**config.mk**
```make
export PLATFORM = sky130hd
export DESIGN_NAME = fifo_rd_arbiter
export DESIGN_NICKNAME = d
export VERILOG_FILES = /design/src/rtl/fifo_rd_arbiter.sv
export SDC_FILE = /design/constraint.sdc
export NUM_CORES = 1
export LEC_CHECK = 0
export ABC_AREA = 1
export BUFFER_PORTS_ARGS = -buffer_cell sky130_fd_sc_hd__clkbuf_2
export CAP_MARGIN = 20
export CORE_ASPECT_RATIO = 0.5
export CORE_MARGIN = 4
export CORE_UTILIZATION = 50
export CTS_CLUSTER_DIAMETER = 80
export DETAILED_ROUTE_END_ITERATION = 8
export PLACE_DENSITY = 0.75
export SLEW_MARGIN = 15
export SYNTH_ARGS = -nofsm -noshare
export SYNTH_HDL_FRONTEND = slang
export SYNTH_SLANG_ARGS = --single-unit
export TNS_END_PERCENT = 5
```
**constraint.sdc**
```tcl
create_clock -name rclk_i -period 4.21 [get_ports rclk_i]
set_input_delay 0.842 -clock rclk_i [delete_from_list [all_inputs] [get_ports rclk_i]]
set_output_delay 0.842 -clock rclk_i [all_outputs]
set_load 0.02 [all_outputs]
```
**src/rtl/fifo_rd_arbiter.sv**
```systemverilog
// fifo_rd_arbiter: round-robin sharing of an async FIFO read port among NREQ consumers; RD_ARB_PRIO0_EN gives consumer 0 strict priority
module fifo_rd_arbiter #(
  parameter int NREQ  = 4,
  parameter int DSIZE = 8,
  parameter int BURST = 4
) (
  input  logic             rclk_i,
  input  logic             rrst_n_i,
  input  logic             rempty_i,
  input  logic [DSIZE-1:0] rdata_i,
  output logic             rinc_o,
  input  logic [NREQ-1:0]  req_i,
  input  logic [NREQ-1:0]  ready_i,
  output logic [NREQ-1:0]  gnt_o,
  output logic [NREQ-1:0]  dvalid_o,
  output logic [DSIZE-1:0] dout_o,
  output logic             busy_o
);
  localparam int CW = $clog2(BURST) + 1;
  localparam int PW = $clog2(NREQ);
`ifdef RD_ARB_PRIO0_EN
  localparam logic PRIO0 = 1'b1;
`else
  localparam logic PRIO0 = 1'b0;
`endif
  typedef enum logic [1:0] {IDLE, XFER, RELEASE} state_e;
  state_e           state_q;
  logic [NREQ-1:0]  gnt_q, dvalid_q, pick_d;
  logic [DSIZE-1:0] dout_q;
  logic [PW-1:0]    ptr_q, gidx, k;
  logic [CW-1:0]    cnt_q;
  logic             req_g, rdy_g, out_free, found;
  assign req_g    = |(req_i & gnt_q);
  assign rdy_g    = |(ready_i & gnt_q);
  assign out_free = ~|dvalid_q | rdy_g;
  assign rinc_o   = (state_q == XFER) & req_g & ~rempty_i & (cnt_q < CW'(BURST)) & out_free;
  assign gnt_o    = gnt_q;
  assign dvalid_o = dvalid_q;
  assign dout_o   = dout_q;
  assign busy_o   = state_q != IDLE;
  // first requester at or after ptr with wrap; consumer 0 overrides in priority builds
  always_comb begin
    pick_d = '0;
    found  = 1'b0;
    k      = '0;
    for (int i = 0; i < NREQ; i++) begin
      k = PW'((int'(ptr_q) + i) % NREQ);
      if (!found && req_i[k]) begin
        pick_d[k] = 1'b1;
        found     = 1'b1;
      end
    end
    if (PRIO0 && req_i[0]) pick_d = NREQ'(1);
  end
  // index of the one-hot grant, used to advance the rotating pointer
  always_comb begin
    gidx = '0;
    for (int i = 0; i < NREQ; i++) if (gnt_q[i]) gidx = PW'(i);
  end
  // arbitration FSM with the registered output stage
  always_ff @(posedge rclk_i or negedge rrst_n_i) begin
    if (!rrst_n_i) begin
      state_q  <= IDLE;
      gnt_q    <= '0;
      dvalid_q <= '0;
      dout_q   <= '0;
      ptr_q    <= '0;
      cnt_q    <= '0;
    end else begin
      case (state_q)
        IDLE: if (|req_i) begin
          gnt_q   <= pick_d;
          cnt_q   <= '0;
          state_q <= XFER;
        end
        XFER: begin
          if (rinc_o) begin
            dout_q   <= rdata_i;
            dvalid_q <= gnt_q;
            cnt_q    <= cnt_q + CW'(1);
          end else if (rdy_g) dvalid_q <= '0;
          if ((rinc_o && cnt_q == CW'(BURST - 1)) || !req_g) state_q <= RELEASE;
        end
        RELEASE: if (out_free) begin
          dvalid_q <= '0;
          gnt_q    <= '0;
          cnt_q    <= '0;
          if (!PRIO0 || gidx != '0) ptr_q <= (gidx == PW'(NREQ - 1)) ? '0 : gidx + PW'(1);
          state_q  <= IDLE;
        end
        default: state_q <= IDLE;
      endcase
    end
  end
endmodule
```
==> results.toml, run 1 <==
[status]
status = "finished, final reports clean"

[clock_network]
hold_buffers = 0
path_clk_slew_ps = 80
cts_repair_resize_count = 0
h-tree-depth = 1
cts_tree = "done"
post_cts_buffers = 0
cts-root-buf = "clkbuf_8"
clock-sinks = 23
worstSkewPairLatency_ps = 270
cts_inserted_buffers = 3
clk_path_buf_depth = 2

[route]
viasPerCell = 4.90
drt_pass1_iterations = 4
drt-wirelength-per-cell_um = 11.8
drtAntennaViolNets = 0
drc_errors = 0
routed_wl_um = 3270
drt_iter0_drc = 56
vias = 1361

[worst_setup_path]
worstSetupPathType = "input port to output pin"
end_kind = "output pin"
crit_chain = "clkbuf_2, inv_1, o21ai_1, nor2_1, nor2_4, nand3_2, inv_1, clkbuf_2"
critPathRequiredTime_ps = 3370
critical_path_buf_inv_count = 4
worstPathMaxFanout = 20
critPathMaxStageDelay_ps = 410
cp.arrival_ps = 2290
start_kind = "input port"
critPathTopFamily = "buffers and inverters"
critPathSlowestCell = "inv_1"

[global_routing]
grt_pass1_wl_um = 5610
grt_use_total_pct = 17.5
gr-total-overflow = 0
grt_max_degree = 24
antenna_found_initial = 0
grt_pass1_vias = 1271

[synth]
yosysSeqAreaShare_pct = 37.7
synth_cell_types = 24
synth_mux_area_share_pct = 0
synth-xor-area-share_pct = 0
syn_avg_cell_area_um2 = 7.45
synth_top_family_by_area = "simple AND/OR/NAND/NOR gates"
syn_nets = 234
ys_warn_count = 0
synthAdderAreaFrac_pct = 8.20
synth_cells = 205
synth_seq_cells = 23
yosys.area_share.simple_pct = 41.3
synth_compound_area_share_pct = 4.75
syn-cell-area_um2 = 1530

[floorplan]
initial_core_util_pct = 55.5
die_area_um2 = 4050
row_count = 13
fp.dieH_um = 47.1
die_w_um = 86.1
ios = 37
core-area_um2 = 2750

[timing]
hold_violations = 0
max_freq_mhz = 319
rsz0062_at_grt = "false"
setup-violations-final = 0
min_period_ps = 3130
fin_ws_ps = 1080
worst_pin_slew_ps = 567
whs_ps = 489
relSlewSlack_pct = 62.2
fin_setup_tns_ps = 0
maxSlewViolCount = 0
finalCritPeriodShare_pct = 74.4
skew_ps = 3.21

[job]
maxCapViolations = 0

[placed_design]
io_buffers = 36
dp_slack_ps = 1080
place_hpwl_um = 2570
place_congestion = 0.885

[layout]
fin_nets = 271
diodes = 0
seq_area_um2 = 576
final_cell_mix = "86 x nand2_1, 36 x clkbuf_2, 29 x nand3_1"
fillerInstances = 252
layout-area-overhead-vs-synth_pct = 15.1
multi_input_area_um2 = 828
mostFrequentLayoutCell = "nand2_1"
drive_gt1_share_pct = 22.8

[power_and_ir_drop]
power_density_nw_per_um2 = 678
vdd_drop_max_mv = 0.340
power_w = 0.00119
p_leak_nw = 1.00

[min_path]
min-delay-path-class = "register to register"
[state kept, by name (all words and copies together), names as in the netlist]
signal	flops
state_q	2
gnt_o	4
dvalid_o	4
ptr_q	2
cnt_q	3
dout_o	8
[final timing paths]
kind                       slack [ps]  cells after the start               endpoint                  start
max                              1080                      8                 rinc_o               req_i[1]
min in group asynchronous         550                      1  dout_o[2]$_DFFE_PN0P_               rrst_n_i
min reg2reg                       490                      2  dout_o[6]$_DFFE_PN0P_  dout_o[6]$_DFFE_PN0P_
min                               490                      2  dout_o[6]$_DFFE_PN0P_  dout_o[6]$_DFFE_PN0P_
max in group asynchronous        3280                      1   ptr_q[0]$_DFFE_PN0P_               rrst_n_i
max reg2reg                      2260                     11   gnt_o[1]$_DFFE_PN0P_   ptr_q[0]$_DFFE_PN0P_
[worst reg2reg max path, stage by stage (launching register included)]
cell	delay, ps
dfrtp_1	610
inv_4	130
ha_1	370
inv_1	100
nand3_1	80
nand2_1	100
nand2_4	80
nor2_4	150
nand2_1	70
nand3_1	80
nand2_1	60
nand2_1	60
[synth_stat cells]
cell | instances | share of area [%]
nand2_1 | 86 | 21
a21oi_1 | 1 | 0.33
nand2_2 | 3 | 1.2
inv_4 | 1 | 0.41
inv_2 | 1 | 0.25
nand2_4 | 2 | 1.5
ha_1 | 10 | 8.2
nand3_4 | 1 | 1.1
buf_4 | 1 | 0.49
nand3_2 | 2 | 1.3
inv_1 | 18 | 4.4
nor2_1 | 10 | 2.5
o21a_1 | 1 | 0.49
nand4_1 | 1 | 0.41
nor2_4 | 3 | 2.2
nor2_2 | 1 | 0.41
o21ai_1 | 3 | 0.98
o22ai_4 | 1 | 1.3
buf_8 | 1 | 0.98
o31ai_1 | 2 | 0.98
o21ai_0 | 2 | 0.66
nand3_1 | 29 | 9.5
dfrtp_1 | 23 | 38
buf_6 | 2 | 1.5
[logic make-up after synthesis]
kind of cell	Yosys count
adder cells (fa/ha/maj)	10
AND/OR/NAND/NOR	138
buffers and inverters	24
AO/OA/AOI/OAI	10
flip-flops	23
[metrics by stage]
step	cell area, um2	util, %	instances
3_5_place_dp	1710	62.1	274
5_1_grt	1760	63.9	278
3_3_place_gp	1710	62.1	274
4_1_cts	1760	63.9	278
2_1_floorplan	1530	-	205
6_report	1760	63.9	278
[final cells by class]
cell class	instances	area share, %
clock buffers	3	2.35
clock inverters	1	0.427
inverters	20	4.42
multi-input cells	158	47.2
flip-flops and latches	23	32.8
well taps	37	2.64
repair buffers	36	10.3
[layer usage]
metal | vias to the layer above | GRT usage (%) | routed length, um
li1 | 718 | - | -
met2 | 23 | 31.5 | 1560
met5 | - | 0 | 0
met3 | 4 | 3.15 | 114
met4 | 0 | 4.42 | 23
met1 | 616 | 22.5 | 1570
[where the power goes]
group	leakage [nW]	total, W	internal [W]	switching [W]
logic	0.679	0.000678	0.000225	0.000454
registers	0.301	0.000373	0.000296	0.0000769
clock network	0.0217	0.000140	0.0000670	0.0000726
Power figures use the tool's default switching activity.
==> run 2, diff against run 1 <==
--- a/config.mk
+++ b/config.mk
@@ -5,7 +5,7 @@
 export SDC_FILE = /design/constraint.sdc
 export NUM_CORES = 1
 export LEC_CHECK = 0
-export ABC_AREA = 1
+export ABC_AREA = 0
 export BUFFER_PORTS_ARGS = -buffer_cell sky130_fd_sc_hd__clkbuf_2
 export CAP_MARGIN = 20
 export CORE_ASPECT_RATIO = 0.5
@@ -13,7 +13,7 @@
 export CORE_UTILIZATION = 50
 export CTS_CLUSTER_DIAMETER = 80
 export DETAILED_ROUTE_END_ITERATION = 8
-export PLACE_DENSITY = 0.75
+export PLACE_DENSITY = 0.76
 export SLEW_MARGIN = 15
 export SYNTH_ARGS = -nofsm -noshare
 export SYNTH_HDL_FRONTEND = slang
==> constraint.sdc (replaced) <==
create_clock -name rclk_i -period 3.3 [get_ports rclk_i]
set_input_delay 0.66 -clock rclk_i [delete_from_list [all_inputs] [get_ports rclk_i]]
set_output_delay 0.66 -clock rclk_i [all_outputs]
set_load 0.02 [all_outputs]
==> run 2 against run 1 <==
First-iteration DRC count decreased by 43%. Cell area down 7.0%. Clock-buffer cell count stayed put. Clock skew up 1.0 ps. Global-route usage is essentially flat. Sequential share of layout area is 2.5 points higher. Critical path depth decreased by 2. Final cell count down 24%. Combinational power increased by 4.1%. Non-clock buffer count is the same. Highest routed layer unchanged.
==> results.toml, run 2 <==
[worst_setup_path]
critPathSlowestCell = "or4b_4"
worstSetupStartpoint = "req_i[2]"
worst-r2r-setup-slack_ps = 790
setup.worst_path.end = "rinc_o"
critPathMaxStageDelay_ps = 580
start_kind = "input port"
crit_chain = "clkbuf_2, a22oi_1, a21oi_1, or4b_4, clkinv_2, clkbuf_2"
crit_path_frequent_cell = "clkbuf_2"
ff2ff_path_depth = 6
critPathRequiredTime_ps = 2640
timing.rr.start = "ptr_q[0]$_DFFE_PN0P_"
end_kind = "output pin"
reg2reg_to = "gnt_o[0]$_DFFE_PN0P_"
worstSetupPathType = "input port to output pin"
cp.arrival_ps = 2140
worstPathMaxFanout = 14

[timing]
worst_pin_slew_ps = 559
rsz0062_at_grt = "false"
setup-violations-final = 0
relSlewSlack_pct = 62.7
max_freq_mhz = 358
min_period_ps = 2800
fin_setup_tns_ps = 0
skew_ps = 4.20
hold_violations = 0
finalCritPeriodShare_pct = 84.7
maxSlewViolCount = 0

[power_and_ir_drop]
p_leak_nw = 0.806
vdd_drop_max_mv = 0.308
power_density_nw_per_um2 = 834
power_w = 0.00136

[clock_network]
cts_inserted_buffers = 3
cts_repair_resize_count = 0
h-tree-depth = 1
worstSkewPairLatency_ps = 260
clk_path_buf_depth = 2
hold_buffers = 0
cts-root-buf = "clkbuf_8"
cts_tree = "done"
path_clk_slew_ps = 70
post_cts_buffers = 0
clock-sinks = 23

[job]
maxCapViolations = 0

[layout]
layout-area-overhead-vs-synth_pct = 16.6
mostFrequentLayoutCell = "clkbuf_2"
largest_reg_flops = 8
fin_nets = 205
fin_util_pct = 62.0
drive_gt1_share_pct = 29.7
design_area_um2 = 1630
final_cell_mix = "36 x clkbuf_2, 30 x nand2_1, 23 x dfrtp_1"
diodes = 0
fin_cells = 212

[route]
drt_pass1_iterations = 4
drc_errors = 0
drtAntennaViolNets = 0
drt-wirelength-per-cell_um = 14.1
routed_wl_um = 2990
vias = 1183
drt_iter0_drc = 32
viasPerCell = 5.58

[synth]
synth_cells = 140
yosysTopAreaCellShare_pct = 41.1
ys_warn_count = 0
synth_cell_types = 42
synth_largest_area_cell = "dfrtp_1"
yosys-top-cells-count = "30 x nand2_1, 23 x dfrtp_1, 10 x ha_1"
synth_seq_cells = 23
synth.most_common_cell = "nand2_1"
syn_nets = 169
yosysSeqAreaShare_pct = 41.1
syn_avg_cell_area_um2 = 10.0
async_flop_share_pct = 100
yosys-top-cells-area = "dfrtp_1 41%, ha_1 8.9%, nand2_1 8.0%"
syn-cell-area_um2 = 1400
synth_flop_cell = "dfrtp_1"
synth_edf_count = 0

[placed_design]
place_congestion = 0.867
io_buffers = 36
place_hpwl_um = 2300
dpl_cell_area_um2 = 1590
dp_cells = 208

[global_routing]
gr-total-overflow = 0
antenna_found_initial = 0
top_usage_layer = "met2"
met2_usage_pct = 29.6
use_met3_pct = 5.23
grt_max_degree = 24
grt_use_total_pct = 17.5
use_met1_pct = 22.2
grt_pass1_vias = 1128
grt_pass1_wl_um = 5260

[floorplan]
row_count = 13
die_area_um2 = 3770
ios = 37
die_w_um = 82.9
core-area_um2 = 2640
fp.dieH_um = 45.4
initial_core_util_pct = 53.2

[min_path]
min-delay-path-class = "input port to asynchronous set/reset pin"

[status]
status = "finished, final reports clean"
-- run 2: changes by cell type in the layout (fill, tap and decap cells not counted), sizes merged, moves of 3 or more --
cell and change:
nand2 -61, a22o +6, nand3 -27, a22oi +4, inv -14, nor2 -10
nand3b +4, a32oi +4, nor4 +3, nor3 +3
-- run 2: worst max-delay path, delay by kind of cell --
family          cells  cell delay, ps
simple gates        1             580
compound gates      2             340
buf+inv             3             560
-- run 2: per-layer routing --
| metal | up-vias | wire, um |
|---|---|---|
| met5 | - | 0 |
| li1 | 588 | - |
| met1 | 555 | 1360 |
| met4 | 0 | 33 |
| met3 | 4 | 199 |
| met2 | 36 | 1390 |
-- run 2: worst min path at each step --
stage / cells past startpoint / slack [ps] / endpoint / start
4_1_cts: 1 / 390 / dout_o[2]$_DFFE_PN0P_ / rrst_n_i
6_report: 1 / 380 / dout_o[2]$_DFFE_PN0P_ / rrst_n_i
5_1_grt: 1 / 420 / dout_o[6]$_DFFE_PN0P_ / rrst_n_i
2_1_floorplan: 0 / 360 / cnt_q[0]$_DFFE_PN0P_ / rrst_n_i
3_3_place_gp: 2 / 460 / dout_o[0]$_DFFE_PN0P_ / dout_o[0]$_DFFE_PN0P_
3_5_place_dp: 2 / 470 / dout_o[4]$_DFFE_PN0P_ / dout_o[4]$_DFFE_PN0P_
-- run 2: kinds of logic after synthesis --
logic type	count (synthesis)	synth area share (%)
DFF	23	41.1
buffers and inverters	12	4.82
AOI/OAI and AO/OA	32	18.5
adders and majority gates	10	8.93
muxes	3	3.93
and+or+nand+nor	60	22.8
-- run 2: per-stage QoR --
| stage | hold WS (ps) | setup slack, ps |
|---|---|---|
| after floorplan | 364 | 867 |
| after CTS | 391 | 515 |
| after detailed placement | 467 | 521 |
| after global routing | 419 | 350 |
| final | 378 | 503 |
| after global placement | 461 | 515 |
-- run 2: area by class of cell --
cell class | count | area [um2]
Clock inverter | 1 | 5.00
Tap cell | 37 | 46.3
Multi-Input combinational cell | 105 | 758
Fill cell | 238 | 1000
Sequential cell | 23 | 576
Clock buffer | 3 | 41.3
Inverter | 7 | 27.5
Timing Repair Buffer | 36 | 180
-- run 2: where the power goes --
group	leakage [nW]	switching, W	internal (W)
combinational	0.479	0.000425	0.000281
sequential	0.301	0.000112	0.000379
clock	0.0255	0.0000835	0.0000840
==> run 3, diff against run 2 <==
--- a/config.mk
+++ b/config.mk
@@ -5,7 +5,7 @@
 export SDC_FILE = /design/constraint.sdc
 export NUM_CORES = 1
 export LEC_CHECK = 0
-export ABC_AREA = 0
+export ABC_AREA = 1
 export BUFFER_PORTS_ARGS = -buffer_cell sky130_fd_sc_hd__clkbuf_2
 export CAP_MARGIN = 20
 export CORE_ASPECT_RATIO = 0.5
@@ -13,7 +13,7 @@
 export CORE_UTILIZATION = 50
 export CTS_CLUSTER_DIAMETER = 80
 export DETAILED_ROUTE_END_ITERATION = 8
-export PLACE_DENSITY = 0.76
+export PLACE_DENSITY = 0.75
 export SLEW_MARGIN = 15
 export SYNTH_ARGS = -nofsm -noshare
 export SYNTH_HDL_FRONTEND = slang
==> constraint.sdc (replaced) <==
create_clock -name rclk_i -period 2.9 [get_ports rclk_i]
set_input_delay 0.58 -clock rclk_i [delete_from_list [all_inputs] [get_ports rclk_i]]
set_output_delay 0.58 -clock rclk_i [all_outputs]
set_load 0.02 [all_outputs]
==> run 3 against run 2 <==
Clock-buffer cell count unchanged. Cell area is 7.8% higher. Final cell count is 32% higher. Flip-flop and latch count is the same. Non-clock buffer count is 1 higher. Core utilization increased by 2.1 points. Sequential share of layout area is 2.6 points lower. Worst setup slack better by 60 ps. Power is 27% higher. Critical path depth up 1. Critical path type is now register to output pin.
==> results.toml, run 3 (same netlist as run 1, synthesis figures left out) <==
[status]
status = "finished, final reports clean"

[timing]
maxSlewViolCount = 0
min_period_ps = 2340
setup-violations-final = 0
skew_ps = 2.75
rsz0062_at_grt = "false"
finalCritPeriodShare_pct = 80.6
relSlewSlack_pct = 62.4
hold_violations = 0
worst_pin_slew_ps = 564
max_freq_mhz = 428
fin_setup_tns_ps = 0

[floorplan]
initial_core_util_pct = 55.5
die_area_um2 = 4050
ios = 37
fp.dieH_um = 47.1
row_count = 13
core-area_um2 = 2750
die_w_um = 86.1

[clock_network]
cts_tree = "done"
clk_path_buf_depth = 2
hold_buffers = 0
h-tree-depth = 1
worstSkewPairLatency_ps = 270
cts_inserted_buffers = 3
clock-sinks = 23
cts_repair_resize_count = 0
cts-root-buf = "clkbuf_8"
post_cts_buffers = 0
path_clk_slew_ps = 80

[layout]
fin_util_pct = 64.1
final_cell_mix = "86 x nand2_1, 36 x clkbuf_2, 29 x nand3_1"
mostFrequentLayoutCell = "nand2_1"
fin_cells = 279
drive_gt1_share_pct = 23.1
largest_reg_flops = 8
layout-area-overhead-vs-synth_pct = 15.4
diodes = 0
fin_nets = 272

[power_and_ir_drop]
combPwrFrac_pct = 56.8
power_frac_seq_pct = 31.5
power_w = 0.00173
p_sw_share_pct = 50.6
vdd_drop_max_mv = 0.530
p_clk_share_pct = 11.7
p_leak_nw = 1.01
switching_power_w = 0.000873
p_int_w = 0.000854
power_density_nw_per_um2 = 980

[global_routing]
grt_use_total_pct = 18.0
gr-total-overflow = 0
antenna_found_initial = 0
grt_pass1_wl_um = 5430
grt_pass1_vias = 1211
grt_max_degree = 24

[placed_design]
io_buffers = 36
dp_cells = 275
place_hpwl_um = 2540
place_congestion = 0.881

[worst_setup_path]
critPathSlowestCell = "dfrtp_1"
worstSetupPathType = "register to output pin"
critPathRequiredTime_ps = 2320
worstPathMaxFanout = 12
cp.arrival_ps = 1760
end_kind = "output pin"
critPathMaxStageDelay_ps = 530
timing.rr.start = "ptr_q[0]$_DFFE_PN0P_"
worstSetupStartpoint = "gnt_o[3]$_DFFE_PN0P_"
start_kind = "register"
crit_chain = "nand2_1, nand2_1, nor2_2, nand2_1, nand3_2, inv_1, clkbuf_2"
crit_path_frequent_cell = "nand2_1"

[route]
viasPerCell = 4.95
drc_errors = 0
drt_pass1_iterations = 4
drtAntennaViolNets = 0
drt-wirelength-per-cell_um = 11.7
drt_iter0_drc = 98
vias = 1381
routed_wl_um = 3270

[min_path]
min-delay-path-class = "input port to asynchronous set/reset pin"

[job]
maxCapViolations = 0
==> run 3: worst paths after layout <==
check	endpoint	depth (start not counted)	slack [ps]
setup / recovery	rinc_o	7	560
hold / removal	dout_o[2]$_DFFE_PN0P_	1	280
setup reg to reg	gnt_o[1]$_DFFE_PN0P_	11	960
hold reg to reg	dout_o[7]$_DFFE_PN0P_	2	480
max in group asynchronous	dout_o[7]$_DFFE_PN0P_	1	2240
min in group rclk_i	dout_o[7]$_DFFE_PN0P_	2	480
==> run 3: power groups by stage <==
stage                     Sequential, W  Clock, W  Combinational [W]
after global placement         0.000545         0           0.000968
after detailed placement       0.000550         0           0.000988
after floorplan                0.000609         0           0.000692
final                          0.000543  0.000203           0.000981
after global routing           0.000563  0.000222            0.00111
after CTS                      0.000544  0.000210           0.000992
==> run 3: through the flow <==
stage	hold WS [ps]	worst slack, ps	cell area (um2)
3_5_place_dp	467	648	1720
2_1_floorplan	284	1080	1530
3_3_place_gp	463	688	1720
5_1_grt	326	420	1760
4_1_cts	300	567	1760
6_report	283	563	1760
==> run 3: area by class of cell <==
cell class                 count  area [um2]
sequential                    23         576
tap                           37        46.3
clock buffer                   3        41.3
inverter                      20        77.6
clock inverter                 1        5.00
fill                         265         987
timing repair buffer          37         188
multi-input combinational    158         828
==> run 3: critical path: cells and delay by family (launching register included) <==
| family | cells | cell delay, ps |
|---|---|---|
| AND/OR/NAND/NOR | 5 | 430 |
| flip-flops | 1 | 530 |
| buffers and inverters | 2 | 520 |
==> run 3: layer usage <==
metal,GRT usage (%),routed length (um),part of all wire (%)
met1,20.2,1510,46
met2,34.2,1580,48
met3,3.85,119,3.6
met4,8.52,57,1.7
met5,0,0,0
